<file path="config.mk">
export PLATFORM = sky130hd
export DESIGN_NAME = wb_stage
export DESIGN_NICKNAME = d
export VERILOG_FILES = /design/src/rtl/wb_stage.sv
export SDC_FILE = /design/constraint.sdc
export NUM_CORES = 1
export LEC_CHECK = 0
export BUFFER_PORTS_ARGS = -buffer_cell sky130_fd_sc_hd__clkbuf_2
export CAP_MARGIN = 20
export CORE_ASPECT_RATIO = 1.4
export CORE_MARGIN = 2
export CORE_UTILIZATION = 40
export DETAILED_ROUTE_END_ITERATION = 6
export HOLD_SLACK_MARGIN = 0.15
export PLACE_DENSITY = 0.7
export SKIP_CTS_REPAIR_TIMING = 1
export SYNTH_ARGS = -nofsm -noshare
export SYNTH_HDL_FRONTEND = slang
export SYNTH_SLANG_ARGS = --single-unit
export TNS_END_PERCENT = 10
</file>
<file path="constraint.sdc">
create_clock -name clk -period 2 [get_ports clk]
set_input_delay 0.1 -clock clk [delete_from_list [all_inputs] [get_ports clk]]
set_output_delay 0.1 -clock clk [all_outputs]
set_load 0.02 [all_outputs]
</file>
<file path="src/rtl/wb_stage.sv">
// Writeback stage: accepts one retiring instruction, formats load data, drives the register-file write port.
// Optional: define WB_COMMIT_CNT_EN to add a 64-bit retired-instruction counter output (commit_cnt).
module wb_stage #(
  parameter int unsigned XLEN      = 32,
  parameter int unsigned RF_ADDR_W = 5
) (
  input  logic                 clk,
  input  logic                 rst,
  input  logic                 in_valid,
  output logic                 in_ready,
  input  logic [XLEN-1:0]      in_pc,
  input  logic [RF_ADDR_W-1:0] in_rd,
  input  logic [XLEN-1:0]      in_result,
  input  logic                 in_is_load,
  input  logic [2:0]           in_funct3,
  input  logic                 mem_rvalid,
  input  logic [XLEN-1:0]      mem_rdata,
  output logic                 rf_wen,
  output logic [RF_ADDR_W-1:0] rf_waddr,
  output logic [XLEN-1:0]      rf_wdata,
  output logic                 commit_valid,
  output logic [XLEN-1:0]      commit_pc,
`ifdef WB_COMMIT_CNT_EN
  output logic [63:0]          commit_cnt,
`endif
  output logic                 misalign
);

  typedef enum logic [1:0] {IDLE, LOAD_WAIT, WRITE} state_t;

  state_t                 state, state_n;
  logic [XLEN-1:0]        pc_q, data_q, load_fmt;
  logic [RF_ADDR_W-1:0]   rd_q;
  logic [2:0]             funct3_q;
  logic [1:0]             addr_q;
  logic                   is_load_q;
  logic [7:0]             byte_sel;
  logic [15:0]            half_sel;
  logic                   accept, in_write;

  assign accept   = in_valid && (state == IDLE);
  assign in_write = (state == WRITE);

  always_ff @(posedge clk) begin
    if (rst) state <= IDLE;
    else     state <= state_n;
  end

  always_comb begin
    state_n = state;
    unique case (state)
      IDLE:      if (accept) state_n = in_is_load ? LOAD_WAIT : WRITE;
      LOAD_WAIT: if (mem_rvalid) state_n = WRITE;
      WRITE:     state_n = IDLE;
      default:   state_n = IDLE;
    endcase
  end

  // Lane extraction from the aligned word; halfword uses addr[1] even when misaligned.
  always_comb begin
    byte_sel = '0;
    unique case (addr_q)
      2'd0: byte_sel = mem_rdata[7:0];
      2'd1: byte_sel = mem_rdata[15:8];
      2'd2: byte_sel = mem_rdata[23:16];
      2'd3: byte_sel = mem_rdata[31:24];
      default: byte_sel = '0;
    endcase
    half_sel = addr_q[1] ? mem_rdata[31:16] : mem_rdata[15:0];
    unique case (funct3_q)
      3'b000:  load_fmt = {{(XLEN-8){byte_sel[7]}}, byte_sel};
      3'b001:  load_fmt = {{(XLEN-16){half_sel[15]}}, half_sel};
      3'b100:  load_fmt = {{(XLEN-8){1'b0}}, byte_sel};
      3'b101:  load_fmt = {{(XLEN-16){1'b0}}, half_sel};
      default: load_fmt = mem_rdata;
    endcase
  end

  always_ff @(posedge clk) begin
    if (rst) begin
      pc_q      <= '0;
      rd_q      <= '0;
      data_q    <= '0;
      funct3_q  <= '0;
      addr_q    <= '0;
      is_load_q <= 1'b0;
    end else begin
      if (accept) begin
        pc_q      <= in_pc;
        rd_q      <= in_rd;
        funct3_q  <= in_funct3;
        addr_q    <= in_result[1:0];
        is_load_q <= in_is_load;
        if (!in_is_load) data_q <= in_result;
      end
      if (state == LOAD_WAIT && mem_rvalid) data_q <= load_fmt;
    end
  end

`ifdef WB_COMMIT_CNT_EN
  always_ff @(posedge clk) begin
    if (rst)           commit_cnt <= '0;
    else if (in_write) commit_cnt <= commit_cnt + 64'd1;
  end
`endif

  assign in_ready     = (state == IDLE);
  assign rf_wen       = in_write && (rd_q != '0);
  assign rf_waddr     = in_write ? rd_q : '0;
  assign rf_wdata     = in_write ? data_q : '0;
  assign commit_valid = in_write;
  assign commit_pc    = in_write ? pc_q : '0;
  assign misalign     = in_write && is_load_q &&
                        (((funct3_q == 3'b001 || funct3_q == 3'b101) && addr_q[0]) ||
                         ((funct3_q == 3'b010 || funct3_q == 3'b011 ||
                           funct3_q == 3'b110 || funct3_q == 3'b111) && addr_q != 2'd0));

endmodule

</file>
---- Word-level counts from Yosys, hierarchy flattened ----
Index checks and enable logic that the tools add are counted.
word-level totals
  register bits ........................... 77
  input port bits ......................... 109
  word-level logic and storage cells ...... 55
cells by class
  equality and inequality tests ........... 15
  multiplexer cells ....................... 13
  reduce and logical (&&, ||, !) cells .... 20
operator list
  cell                                                                   count
  32-bit 2-to-1 mux                                                      5
  32-bit case mux with 4 select lines                                    1
  8-bit case mux with 4 select lines                                     1
  16-bit 2-to-1 mux                                                      1
  3-bit equality test, second input constant                             4
  1-bit logical AND                                                      7
  2-bit equality test, second input constant                             3
  3-bit by 2-bit equality test with 1-bit output, second input constant  2
  2-bit 2-to-1 mux                                                       3
  1-bit logical OR                                                       5
  5-bit 2-to-1 mux                                                       1
  5-bit nonzero test                                                     1
  2-bit by 1-bit equality test with 1-bit output, second input constant  2
  2-bit logical NOT                                                      2
  2-bit by 1-bit != test with 1-bit output, second input constant        2
  2-bit case mux with 2 select lines                                     1
  2-bit AND reduction                                                    2
  2-bit nonzero test                                                     2
  3-bit by 1-bit equality test with 1-bit output, second input constant  1
  3-bit logical NOT                                                      1
  2-bit != test, second input constant                                   1

---- Logic depth before layout (Yosys ltp) ----
  word-level depth ........................ 7
  gate-level depth with buffers ........... 8
  gate-level depth less buffers ........... 4

---- Worst setup path before layout ----
Ideal clock, no wire load.
  kind .................................... flip-flop to flip-flop
  start ................................... register state[0]
  end ..................................... register addr_q[1]
  setup time .............................. 0.070 ns
  arrival ................................. 1.584 ns
  required time ........................... 1.930 ns
  slack ................................... 0.346 ns
  cell stages (with the launch flop) ...... 8
  buffers on the path ..................... 3
  period minus slack after synthesis ...... 1.654 ns
  cells stage by stage .................... dfxtp_1 -> buf_6 -> nor2_1 -> and2_1 -> clkbuf_1 -> clkbuf_1 -> nand2_1 -> a21oi_1
on the way
  longest elaborated chain between the ends .. 2
RTL lines
  item                    line  source
  start, declared         31    state_t state, state_n;
  start signal, assigned  46    else state <= state_n;
  2-bit logical NOT       n/a
  net in_ready            10    output logic in_ready,
  1-bit logical AND       41    assign accept = in_valid && (state == IDLE);
  end signal, assigned    92    addr_q <= in_result[1:0];
  end, declared           35    logic [1:0] addr_q;
The timed path passes the listed nets, and every way through them passes these cells.
A chain may end at the register's enable or synchronous reset.

---- Worst setup path in the final report ----
  start ................................... input port in_is_load
  end ..................................... register data_q[2]
on the way
  longest elaborated chain between the ends .. 2
RTL lines
  item                                                       line  source
  start, declared                                            14    input logic in_is_load,
  2-bit by 1-bit != test with 1-bit output (no source line)  n/a
  2-bit AND reduction (no source line)                       n/a
  end signal, assigned                                       94    if (!in_is_load) data_q <= in_result;
  end signal, assigned                                       96    if (state == LOAD_WAIT && mem_rvalid) data_q <= load_fmt;
  end, declared                                              32    logic [XLEN-1:0] pc_q, data_q, load_fmt;
Every way passes these cells.

==> results.cfg <==
[floorplan]
die_h_microns = 124
start_util = 0.412
die-area_sq_mm = 0.0110
die_w_microns = 89.4
ios = 182
core.rowCount = 43
coreArea_sq_mm = 0.00990

[critical_path]
required_ns = 2.25
cp-start-kind = input pin
arrival_ns = 2.16
cp-end-kind = register
crit_fanout = 29
crit_type = in -> reg

[clock_network]
clockBufferDepth = 2
cts_made_buffers = 9
clkLatencyLatePin_ns = 0.34
cts_tree = yes
htree_levels = 3
clock_sinks = 77
clk_pin_slew_ns = 0.06
root_buffer = clkbuf_16

[layout]
multiInputGateArea_sq_mm = 0.00229
final_nets = 881
mostFrequentLayoutCells = clkbuf_2 (181), nand2_1 (122), dlygate4sd3_1 (96)
stdcell_count = 913
regArea_sq_mm = 0.00154
syn2layout_area_growth_pct = 55.9
fillerInstances = 844
final_common_cell = clkbuf_2
drive_gt1_frac = 0.337

[sta]
hold_viol = 0
layout_setup_ws_ns = 0.0944
slew_headroom = 0.664
period_share = 0.953
clock_skew_ns = 0.00702
max_freq_mhz = 525
slew_violations = 0
setup_violations = 0
tns_ns = 0
period_minus_slack_ns = 1.91
rsz0062_at_grt = false
tightestPinTransition_ns = 0.504

[global_routing]
grt_first_pass_wirelength_microns = 19000
overflow = 0
first_global_vias = 3954
antenna_found_initial = 1
grt_usage = 0.222
grt_max_degree = 49

[placement]
dpl_worst_slack_ns = 0.177
place_hpwl_microns = 9190
place_congestion = 0.894
port_buffers = 181
dpl.cell_count = 798

[run]
cap_violations = 0

[power]
power.density_mw_per_mm2 = 646
peakVddDrop_mv = 0.469
p_leak_nw = 2.79

[outcome]
status = finished clean

[drt]
via_per_inst = 5.16
drc_errors = 0
vias = 4707
wire_per_inst_microns = 15.6
dr.pass1.iters = 5
drt_wl_total_microns = 14200
ant_nets = 0
drtIter0Drc = 271

[logic_synthesis]
synthCells = 509
synth_cell_type_count = 42
yosys_warnings = 0
ys_seq_area_frac = 0.378
syn_area_sq_mm = 0.00408
synth_fp_nets = 618
syn_avg_cell_area_sq_um = 8.02
ys_ff_latch = 77

[worst_hold_path]
hold_path_class = in -> reg
## synth_stat cells, drive strengths merged
cell     count  share of area
a211o        1         0.0021
a211oi      14          0.028
a21o         1         0.0018
a21oi       68          0.093
a221oi       2         0.0043
a31o         6          0.013
a31oi        1         0.0015
and2        71           0.11
and3b        1         0.0021
buf         18          0.034
clkbuf      29          0.027
dfxtp       77           0.38
inv          3         0.0028
mux2         7          0.019
mux2i        4         0.0098
mux4         1         0.0055
nand2      123           0.11
nand2b       3         0.0046
nand3        5         0.0061
nand3b       1         0.0018
nand4b       1         0.0021
nor2        12          0.011
nor2b        5         0.0077
nor3        12          0.015
nor3b        1         0.0018
nor4bb       1         0.0025
o21a         1         0.0018
o21ai        6         0.0074
o221ai      29          0.082
o22a         1         0.0021
o2bb2ai      1         0.0021
or3          1         0.0015
or4          1         0.0018
or4b         1         0.0034
## cell type report
cell class,instances,share of cell area
Clock buffer,10,0.0376
Multi-Input combinational cell,382,0.361
Inverter,3,0.00177
Timing Repair Buffer,299,0.323
Tap cell,135,0.0265
Antenna cell,1,0.000393
Sequential cell,77,0.242
Clock inverter,6,0.00767
## flip-flops by register name (all words and copies together), names as in the netlist
name and flops:
state 2, rd_q 5, is_load_q 1, data_q 32
addr_q 2, funct3_q 3, pc_q 32
## logic make-up (layout without fill, tap and decap cells)
logic type      count (synthesis)  in the layout  share of synthesized area
simple gates                  239            239                      0.285
compound gates                131            131                      0.239
flops                          77             77                      0.378
buf+inv                        50            318                     0.0637
mux                            12             12                     0.0346
other cells                     0              1                          0
## power breakdown
group,leakage [nW],internal [W],switching [W],total (W)
logic,2.03,0.000418,0.000431,0.000849
clock network,0.131,0.000879,0.000659,0.00154
registers,0.634,0.00165,0.0000727,0.00173
## per-layer routing
metal	share of wire	wire (microns)	track usage	vias to the layer above
met4	0.036	508	0.0998	0
met1	0.38	5370	0.266	2172
met2	0.52	7390	0.373	216
li1	-	-	-	2282
met3	0.068	971	0.0527	37
met5	0	0	0	-
## final timing paths
path | slack, ns | from | endpoint | cells after the start
setup / recovery | 0.09 | in_is_load | data_q[2]$_SDFFE_PP0P_ | 6
hold reg to reg | 0.45 | pc_q[25]$_SDFFE_PP0P_ | pc_q[25]$_SDFFE_PP0P_ | 2
setup reg to reg | 0.16 | state[0]$_SDFFE_PP0P_ | data_q[2]$_SDFFE_PP0P_ | 4
hold / removal | 0.11 | in_result[19] | data_q[19]$_SDFFE_PP0P_ | 3
## worst max-delay path, stage by stage
cell and delay [ns]:
dlygate4sd3_1 0.53, clkbuf_2 0.14, or4b_4 0.57, nand2_4 0.35
o221ai_1 0.22, a211oi_2 0.22
## metrics by stage
stage          cell area, sq um  hold WS [ns]   util  power, W
2_1_floorplan              4080         0.236      -   0.00218
3_3_place_gp               5100         0.323  0.515   0.00242
3_5_place_dp               5100         0.330  0.515   0.00244
4_1_cts                    5390       -0.0263  0.544   0.00398
5_1_grt                    6360         0.142  0.643   0.00430
6_report                   6360         0.113  0.643   0.00411
No activity file was read; power rests on OpenSTA's default activity.
